File: src/rtl/mixcolumns_seq.sv
// +----------------------------------------------------------------------------+
// | mixcolumns_seq : column-serial AES MixColumns engine with per-block bypass  |
// | Revision 1.0                                                                |
// +----------------------------------------------------------------------------+
`default_nettype none

module mixcolumn_single (
    input  logic [7:0] s0,
    input  logic [7:0] s1,
    input  logic [7:0] s2,
    input  logic [7:0] s3,
    output logic [7:0] mc0,
    output logic [7:0] mc1,
    output logic [7:0] mc2,
    output logic [7:0] mc3
);

    function automatic logic [7:0] xtime(input logic [7:0] b);
        return {b[6:0], 1'b0} ^ (b[7] ? 8'h1b : 8'h00);
    endfunction

    logic [7:0] w_x0, w_x1, w_x2, w_x3;

    assign w_x0 = xtime(s0);
    assign w_x1 = xtime(s1);
    assign w_x2 = xtime(s2);
    assign w_x3 = xtime(s3);

    // Rows of the circulant matrix {02 03 01 01}; 03*b is written as 02*b ^ b.
    assign mc0 = w_x0 ^ w_x1 ^ s1 ^ s2 ^ s3;
    assign mc1 = s0 ^ w_x1 ^ w_x2 ^ s2 ^ s3;
    assign mc2 = s0 ^ s1 ^ w_x2 ^ w_x3 ^ s3;
    assign mc3 = w_x0 ^ s0 ^ s1 ^ s2 ^ w_x3;

endmodule

module mixcolumns_seq (
    input  logic         clk,
    input  logic         rst_n,
    input  logic         in_valid,
    output logic         in_ready,
    input  logic [127:0] in_data,
    input  logic         in_bypass,
    output logic         out_valid,
    input  logic         out_ready,
    output logic [127:0] out_data,
    output logic         busy
);

    typedef enum logic [1:0] {
        ST_IDLE = 2'd0,
        ST_RUN  = 2'd1,
        ST_DONE = 2'd2
    } state_t;

    state_t       r_state;
    state_t       w_next;
    logic [127:0] r_state_buf;
    logic [127:0] r_result;
    logic [1:0]   r_col;
    logic         r_bypass;

    logic [31:0]  w_col_in;
    logic [7:0]   w_mc0, w_mc1, w_mc2, w_mc3;

    // Column c lives at bit offset 32*(3-c); ~col yields 3-col for a 2-bit counter.
    assign w_col_in = r_state_buf[{~r_col, 5'b00000} +: 32];

    mixcolumn_single u_mc (
        .s0  (w_col_in[31:24]),
        .s1  (w_col_in[23:16]),
        .s2  (w_col_in[15:8]),
        .s3  (w_col_in[7:0]),
        .mc0 (w_mc0),
        .mc1 (w_mc1),
        .mc2 (w_mc2),
        .mc3 (w_mc3)
    );

    always_ff @(posedge clk or negedge rst_n) begin
        if (!rst_n) begin
            r_state <= ST_IDLE;
        end else begin
            r_state <= w_next;
        end
    end

    always_comb begin
        w_next = r_state;
        case (r_state)
            ST_IDLE: if (in_valid)      w_next = in_bypass ? ST_DONE : ST_RUN;
            ST_RUN:  if (r_col == 2'd3) w_next = ST_DONE;
            ST_DONE: if (out_ready)     w_next = ST_IDLE;
            default:                    w_next = ST_IDLE;
        endcase
    end

    always_ff @(posedge clk or negedge rst_n) begin
        if (!rst_n) begin
            r_state_buf <= 128'h0;
            r_result    <= 128'h0;
            r_col       <= 2'd0;
            r_bypass    <= 1'b0;
        end else begin
            case (r_state)
                ST_IDLE: begin
                    if (in_valid) begin
                        r_state_buf <= in_data;
                        r_bypass    <= in_bypass;
                        r_col       <= 2'd0;
                        if (in_bypass) begin
                            r_result <= in_data;
                        end
                    end
                end
                ST_RUN: begin
                    // A bypassed block never enters RUN; the guard keeps its result intact regardless.
                    if (!r_bypass) begin
                        r_result[{~r_col, 5'b00000} +: 32] <= {w_mc0, w_mc1, w_mc2, w_mc3};
                    end
                    r_col <= r_col + 2'd1;
                end
                default: begin
                end
            endcase
        end
    end

    assign in_ready  = (r_state == ST_IDLE);
    assign out_valid = (r_state == ST_DONE);
    assign busy      = (r_state != ST_IDLE);
    assign out_data  = r_result;

endmodule

`default_nettype wire

File: config.mk
export PLATFORM = sky130hd
export DESIGN_NAME = mixcolumns_seq
export DESIGN_NICKNAME = d
export VERILOG_FILES = /design/src/rtl/mixcolumns_seq.sv
export SDC_FILE = /design/constraint.sdc
export NUM_CORES = 1
export LEC_CHECK = 0
export CAP_MARGIN = 25
export CELL_PAD_IN_SITES_DETAIL_PLACEMENT = 2
export CELL_PAD_IN_SITES_GLOBAL_PLACEMENT = 2
export CORE_MARGIN = 2
export CORE_UTILIZATION = 37
export CTS_CLUSTER_DIAMETER = 60
export CTS_CLUSTER_SIZE = 28
export DETAILED_ROUTE_END_ITERATION = 12
export PLACE_DENSITY_LB_ADDON = 0.1
export SLEW_MARGIN = 5
export SYNTH_ARGS = -nofsm -noshare
export SYNTH_HDL_FRONTEND = slang
export SYNTH_SLANG_ARGS = --single-unit
File: constraint.sdc
create_clock -name clk -period 6 [get_ports clk]
set_input_delay 1.2 -clock clk [delete_from_list [all_inputs] [get_ports clk]]
set_output_delay 1.2 -clock clk [all_outputs]
set_load 0.03 [all_outputs]
==> out/summary.json <==
{
  "synth": {
    "synth.largest_area_cell": "sky130_fd_sc_hd__dfrtp_1",
    "netlist_area_um2": 12850,
    "synth_ff_type": "sky130_fd_sc_hd__dfrtp_1",
    "register_area_share_after_synthesis_pct": 50.83,
    "syn_avg_cell_area_um2": 12.75,
    "ys.warnings.count": 0,
    "ys_seq_elements": 261,
    "ys_types": 35,
    "async_flop_share_pct": 100.0,
    "net_count_synth": 1145,
    "synth_area_leaders": "sky130_fd_sc_hd__dfrtp_1 51%, sky130_fd_sc_hd__mux2_2 11%, sky130_fd_sc_hd__o221ai_1 8.5%",
    "synth-edff-count": 0,
    "post-synth-top-area-fraction_pct": 50.83,
    "synthCells": 1008
  },
  "routing": {
    "routedWlPerCell_um": 25.76,
    "detail_route.first_pass.iterations": 4,
    "route.final.wire_length_mm": 43.87,
    "starting_drc_count_in_detailed_routing": 406,
    "route.detailed.drc": 0,
    "vias_after_detailed_routing": 9413,
    "avgViaCountPerCell": 5.527,
    "ant_nets": 0
  },
  "run_status": {
    "status": "complete, no violations"
  },
  "sta": {
    "fin_ws_ns": 2.500,
    "relative_slew_slack_pct": 35.78,
    "finalMaxSlewViolations": 0,
    "fin_skew_ns": 0.01543,
    "rsz0062_at_grt": "no",
    "hold_viol": 0,
    "post-route-min-period_ns": 3.500,
    "layout_worst_path_cycle_share_pct": 58.33,
    "tightest_slew_ns": 0.9634,
    "setup_viol": 0,
    "achievable-frequency_mhz": 285.7,
    "fin_tns_setup_ns": 0
  },
  "setup_path": {
    "worstRegToRegCells": 5,
    "endpoint_kind": "flop",
    "regToRegSetupSlack_ns": 2.50,
    "worstSetupStartpointType": "flop",
    "timing_worst_setup_path_type": "reg2reg",
    "critPathMaxFanout": 26,
    "critical_path_required_ns": 6.38,
    "crit-reg2reg-capture": "out_data[90]",
    "rr_startpoint": "r_col[0]",
    "signal_arrival_time_at_the_worst_endpoint_ns": 3.88
  },
  "finish": {
    "layout-drive-gt1-share_pct": 20.11,
    "final_cells": 1703,
    "finalNetCount": 1365,
    "synth_to_layout_area_growth_pct": 30.56,
    "layout.cells.most_common": "sky130_fd_sc_hd__clkdlybuf4s50_1",
    "n_antenna_cell": 0,
    "fin_area_um2": 16780,
    "mostFrequentLayoutCells": "262 x sky130_fd_sc_hd__clkdlybuf4s50_1, 260 x sky130_fd_sc_hd__nand2_1, 259 x sky130_fd_sc_hd__dfrtp_1, 130 x sky130_fd_sc_hd__mux2_2, 124 x sky130_fd_sc_hd__o221ai_1"
  },
  "hold_path": {
    "hold_path_startpoint": "out_data[118]",
    "hold_end": "out_data[118]",
    "hold_class": "reg2reg",
    "hold_depth": 2
  },
  "clock_network": {
    "cts-resized-gates": 0,
    "tritoncts_num_sinks": 261,
    "cts_setup_buffers": 0,
    "cts-root-buf": "sky130_fd_sc_hd__clkbuf_16",
    "cts_tree": "yes",
    "cts-root-to-sink-buffers": 3,
    "cts_hold_repair.buffers": 0,
    "htreeDepth": 1,
    "cts.clk_slew.worst_paths_ns": 0.07,
    "clk-insertion-delay-late_ns": 0.55,
    "cts-buffers-inserted": 27
  },
  "placement": {
    "placedCellCount": 1654,
    "place_area_um2": 15860,
    "post-dp-hpwl_mm": 30.42,
    "place_worst_setup_slack_ns": 2.204,
    "routability_driven_placement_congestion_ratio": 0.8067,
    "place.port_buffers": 263
  },
  "floorplan": {
    "floorplan.core_area_um2": 34370,
    "boundaryPins": 264,
    "die_w_um": 190.4,
    "fp.dieArea_um2": 36240,
    "num_rows": 68,
    "initial_core_util_pct": 37.38,
    "die_height_um": 190.4
  },
  "global_route": {
    "global_route_wire_length_before_repair_mm": 67.04,
    "number_of_antenna_violations_at_the_first_check_in_global_routing": 0,
    "first_global_vias": 10680,
    "grt.overflow.total": 0,
    "track_usage_pct": 24.45,
    "grt_max_degree": 124
  },
  "flow_run": {
    "maxCapViolations": 0
  }
}
==> stage by stage <==
step                hold slack [ns]  util, %
detailed placement           0.4800    46.13
finish                       0.4953    48.81
CTS                          0.5019    48.81
floorplan                    0.4745        -
global route                 0.5246    48.81
global placement             0.4716    46.05
==> routing by layer <==
layer	wire [µm]	up-vias	track usage, %
met1	19090	4974	32.92
met2	21670	248	41.02
met5	0	-	0
li1	-	4126	-
met3	1875	65	3.754
met4	1236	0	6.977
==> sequential cells by signal (all words and copies together) (netlist names) <==
name,cells
r_col,2
r_state_buf,128
r_bypass,1
out_data,128
r_state,2
==> synthesized netlist by cell type (2+ instances only) <==
| library cell | instances |
|---|---|
| sky130_fd_sc_hd__nand2_1 | 260 |
| sky130_fd_sc_hd__nand3_1 | 2 |
| sky130_fd_sc_hd__or4_1 | 2 |
| sky130_fd_sc_hd__xor3_1 | 4 |
| sky130_fd_sc_hd__o221ai_2 | 4 |
| sky130_fd_sc_hd__buf_2 | 5 |
| sky130_fd_sc_hd__xor2_1 | 7 |
| sky130_fd_sc_hd__nor2b_1 | 2 |
| sky130_fd_sc_hd__a21o_1 | 4 |
| sky130_fd_sc_hd__buf_1 | 2 |
| sky130_fd_sc_hd__ha_1 | 4 |
| sky130_fd_sc_hd__xnor3_1 | 37 |
| sky130_fd_sc_hd__clkbuf_1 | 73 |
| sky130_fd_sc_hd__xnor2_1 | 18 |
| sky130_fd_sc_hd__xnor2_2 | 8 |
| sky130_fd_sc_hd__buf_6 | 4 |
| sky130_fd_sc_hd__nand3b_1 | 5 |
| sky130_fd_sc_hd__xnor2_4 | 4 |
| sky130_fd_sc_hd__o21ai_0 | 2 |
| sky130_fd_sc_hd__mux4_2 | 32 |
| sky130_fd_sc_hd__inv_1 | 3 |
| sky130_fd_sc_hd__dfrtp_1 | 261 |
| sky130_fd_sc_hd__mux2_2 | 130 |
| sky130_fd_sc_hd__o221ai_1 | 124 |
==> worst max-delay path by stage <==
stage | cells past startpoint | start | slack [ns] | endpoint
after floorplan | 6 | in_valid | 3.44 | out_data[12]
after global placement | 6 | in_valid | 2.32 | out_data[98]
after detailed placement | 5 | in_bypass | 2.20 | out_data[15]
after CTS | 5 | r_col[0] | 2.47 | out_data[90]
after global routing | 5 | r_col[0] | 2.27 | out_data[90]
final | 5 | r_col[0] | 2.50 | out_data[90]
==> kinds of logic after synthesis <==
group / synth area share (%)
adder cells (fa/ha/maj): 0.3895
XOR/XNOR: 10.98
buffers and inverters: 2.941
flip-flops: 50.83
AND/OR/NAND/NOR: 8.481
AO/OA/AOI/OAI: 9.377
multiplexers: 17.00
==> cell type report <==
class                      instances  area (µm²)
tap                              455       569.3
fill                            3329       17600
inverter                           3       11.26
timing repair buffer             276        2780
clock buffer                      30       696.9
multi-input combinational        659        5963
clock inverter                    19       222.7
sequential                       261        6534
==> critical path, stage by stage (launching register included) <==
cell and delay (ns):
sky130_fd_sc_hd__dfrtp_2 0.92, sky130_fd_sc_hd__buf_4 0.45, sky130_fd_sc_hd__mux4_2 0.63, sky130_fd_sc_hd__xnor3_1 0.43
sky130_fd_sc_hd__xnor2_1 0.60, sky130_fd_sc_hd__o221ai_1 0.26
Power is left out: the tool's default activity adds up to more than one toggle a clock period on the data nets, which glitch-free logic cannot reach.
==> edit: new RTL, config.mk and constraints unchanged <==
The 3 states of `state_t` get a one-hot encoding in 3 bits.
--- a/src/rtl/mixcolumns_seq.sv
+++ b/src/rtl/mixcolumns_seq.sv
@@ -47,10 +47,10 @@
     output logic         busy
 );
 
-    typedef enum logic [1:0] {
-        ST_IDLE = 2'd0,
-        ST_RUN  = 2'd1,
-        ST_DONE = 2'd2
+    typedef enum logic [2:0] {
+        ST_IDLE = 3'b001,
+        ST_RUN  = 3'b010,
+        ST_DONE = 3'b100
     } state_t;
 
     state_t       r_state;
Function: same outputs for any inputs over 4 cycles, from zero or initial values and one cycle with rst_n low; so few cycles prove little.
==> edit against the unedited design <==
- area after synthesis fell by 1.5%
- sequential cell count rose by 1
- utilization rose by 0.53 points
- maximum frequency fell by 7.4%
- design area fell by 1.1%
- setup slack got worse by 0.28 ns
- critical path depth fell by 3
- count of clock-buffer cells in the layout fell by 4
- first-iteration DRC count rose by 58%
- wire length rose by 9.8%
- cell count rose by 12%
- critical path type is now flop to output port
Power is not shown: default switching activity piles up to over one toggle a cycle in this logic, so the estimate is an artifact.
==> edit: results (changes against the unedited design) <==
| Metric | Value |
|---|---|
| Seq/Total Area, Yosys | `51.8% (+0.96 points)` |
| Worst Path Max Fanout | `7 (-73%)` |
| GRT Total Usage | `27.1% (+2.7 points)` |
| DR pass1 iterations | `4 (unchanged)` |
| Synth top cells by count | `nand2_1 (546), dfrtp_1 (261), o221ai_1 (84)` |
| Worst EP arrival | `2.58 ns (-1.30 ns)` |
| Post-synth EDFFs | `0 (unchanged)` |
| HP Class | `flop to flop` |
| Total setup buffers inserted after CTS | `0 (unchanged)` |
| Fin cells | `1900 (+12%)` |
| Worst path slowest cell | `clkdlybuf4s50_1` |
| Max-slew violations | `0 (unchanged)` |
| First-pass GRT wire length | `74.1 mm (+10%)` |
| Synth warnings | `0 (unchanged)` |
| Share of cells above drive strength 1 | `7.71% (-12 points)` |
| Pre-CTS setup slack | `1.89 ns (-0.315 ns)` |
| # nets final | `1571 (+15%)` |
| Clock skew | `0.0315 ns (+0.0161 ns)` |
| WL/cell | `25.4 microns (-1.6%)` |
| Max Buffers Root-to-Sink | `3 (unchanged)` |
| Syn_area_per_cell | `10.4 sq um (-18%)` |
| H-tree Lvls | `1 (unchanged)` |
| Antenna cell count | `0 (unchanged)` |
| GP Congestion | `0.803 (-0.47%)` |
| Initial antenna violation count | `0 (unchanged)` |
| Vias in the first global route | `11.8k (+10%)` |
| Clk_lat worst skew | `0.55 ns (about the same)` |
| Synthesized net count | `1353 (+18%)` |
| Post-route ant nets | `0 (unchanged)` |
| CP max stage delay | `0.81 ns (-0.11 ns)` |
| Root Driver | `clkbuf_16` |
| Largest net degree at the start of global routing | `104 (-16%)` |
| Slew margin rel. | `29.9% (-5.9 points)` |
| CTS resizes | `0 (unchanged)` |
| Ranking of synthesized cells by area | `dfrtp_1 (52%), nand2_1 (16%), xnor3_1 (6.8%), o221ai_1 (5.8%), mux4_2 (4.8%)` |
| Asr flop ratio synth | `100% (unchanged)` |
| Post-DP HPWL | `33.6 mm (+10%)` |
| Run status | `completed` |
| Top_reg_cell synth | `dfrtp_1` |
| Reg clk slew, reported paths | `0.07 ns (about the same)` |
| First DRT Iteration DRCs | `640 (+58%)` |
| Cts bufs inserted | `24 (-11%)` |
| I/O Buffers | `263 (unchanged)` |
| Unique masters post-synth | `42 (+20%)` |
| Vias | `10.5k (+11%)` |
| Crit-path leading delay family | `buffers and inverters` |
| DP Area | `0.0157 sq mm (-0.93%)` |
edit: cell count changes after synthesis, sizes merged, moves of 8 or more:
cell / delta
xnor2: -15
o21ai: +48
a22oi: +48
o221ai: -44
xor2: +8
nand2: +286
mux2: -130
edit: tightest hold or removal path, cell delays in order, from the launching register on:
cell	delay (ns)
dfrtp_1	0.35
nand2_1	0.05
nand2_1	0.05
edit: final cells by class:
cell class / count / area (sq um)
multi-input cells: 860 / 5790
inverters: 5 / 18.8
flip-flops and latches: 262 / 6560
clock inverters: 18 / 218
repair buffers: 281 / 2810
well taps: 448 / 561
fillers: 3386 / 17000
clock buffers: 26 / 629
edit: worst paths after layout:
| check | startpoint | endpoint | slack [ns] | cells after the start |
|---|---|---|---|---|
| worst max-delay path | r_state[0] | in_ready | 2.22 | 2 |
| worst min-delay path | r_state_buf[77] | r_state_buf[77] | 0.48 | 2 |
| worst max register to register | r_col[0] | out_data[61] | 2.26 | 5 |
| worst min register to register | r_state_buf[77] | r_state_buf[77] | 0.48 | 2 |
| max in group asynchronous | rst_n | out_data[71] | 3.84 | 2 |
| min in group asynchronous | rst_n | out_data[23] | 0.67 | 1 |
edit: layer usage:
metal  wire [microns]  up-vias  track usage [%]  share of wire [%]
li1                 -     4620                -                  -
met1            21200     5506             36.9                 44
met2            23900      291             46.4                 50
met3             1950       61             2.87                4.1
met4             1140        0             7.00                2.4
met5                0        -                0                  0
edit: cells by family after synthesis:
family / after synthesis / share of synthesized area, %
AND/OR/NAND/NOR: 562 / 17.0
flip-flops: 262 / 51.8
AO/OA/AOI/OAI: 188 / 11.0
buffers and inverters: 94 / 3.15
XOR/XNOR: 74 / 10.7
multiplexers: 32 / 5.84
adder cells (fa/ha/maj): 4 / 0.395
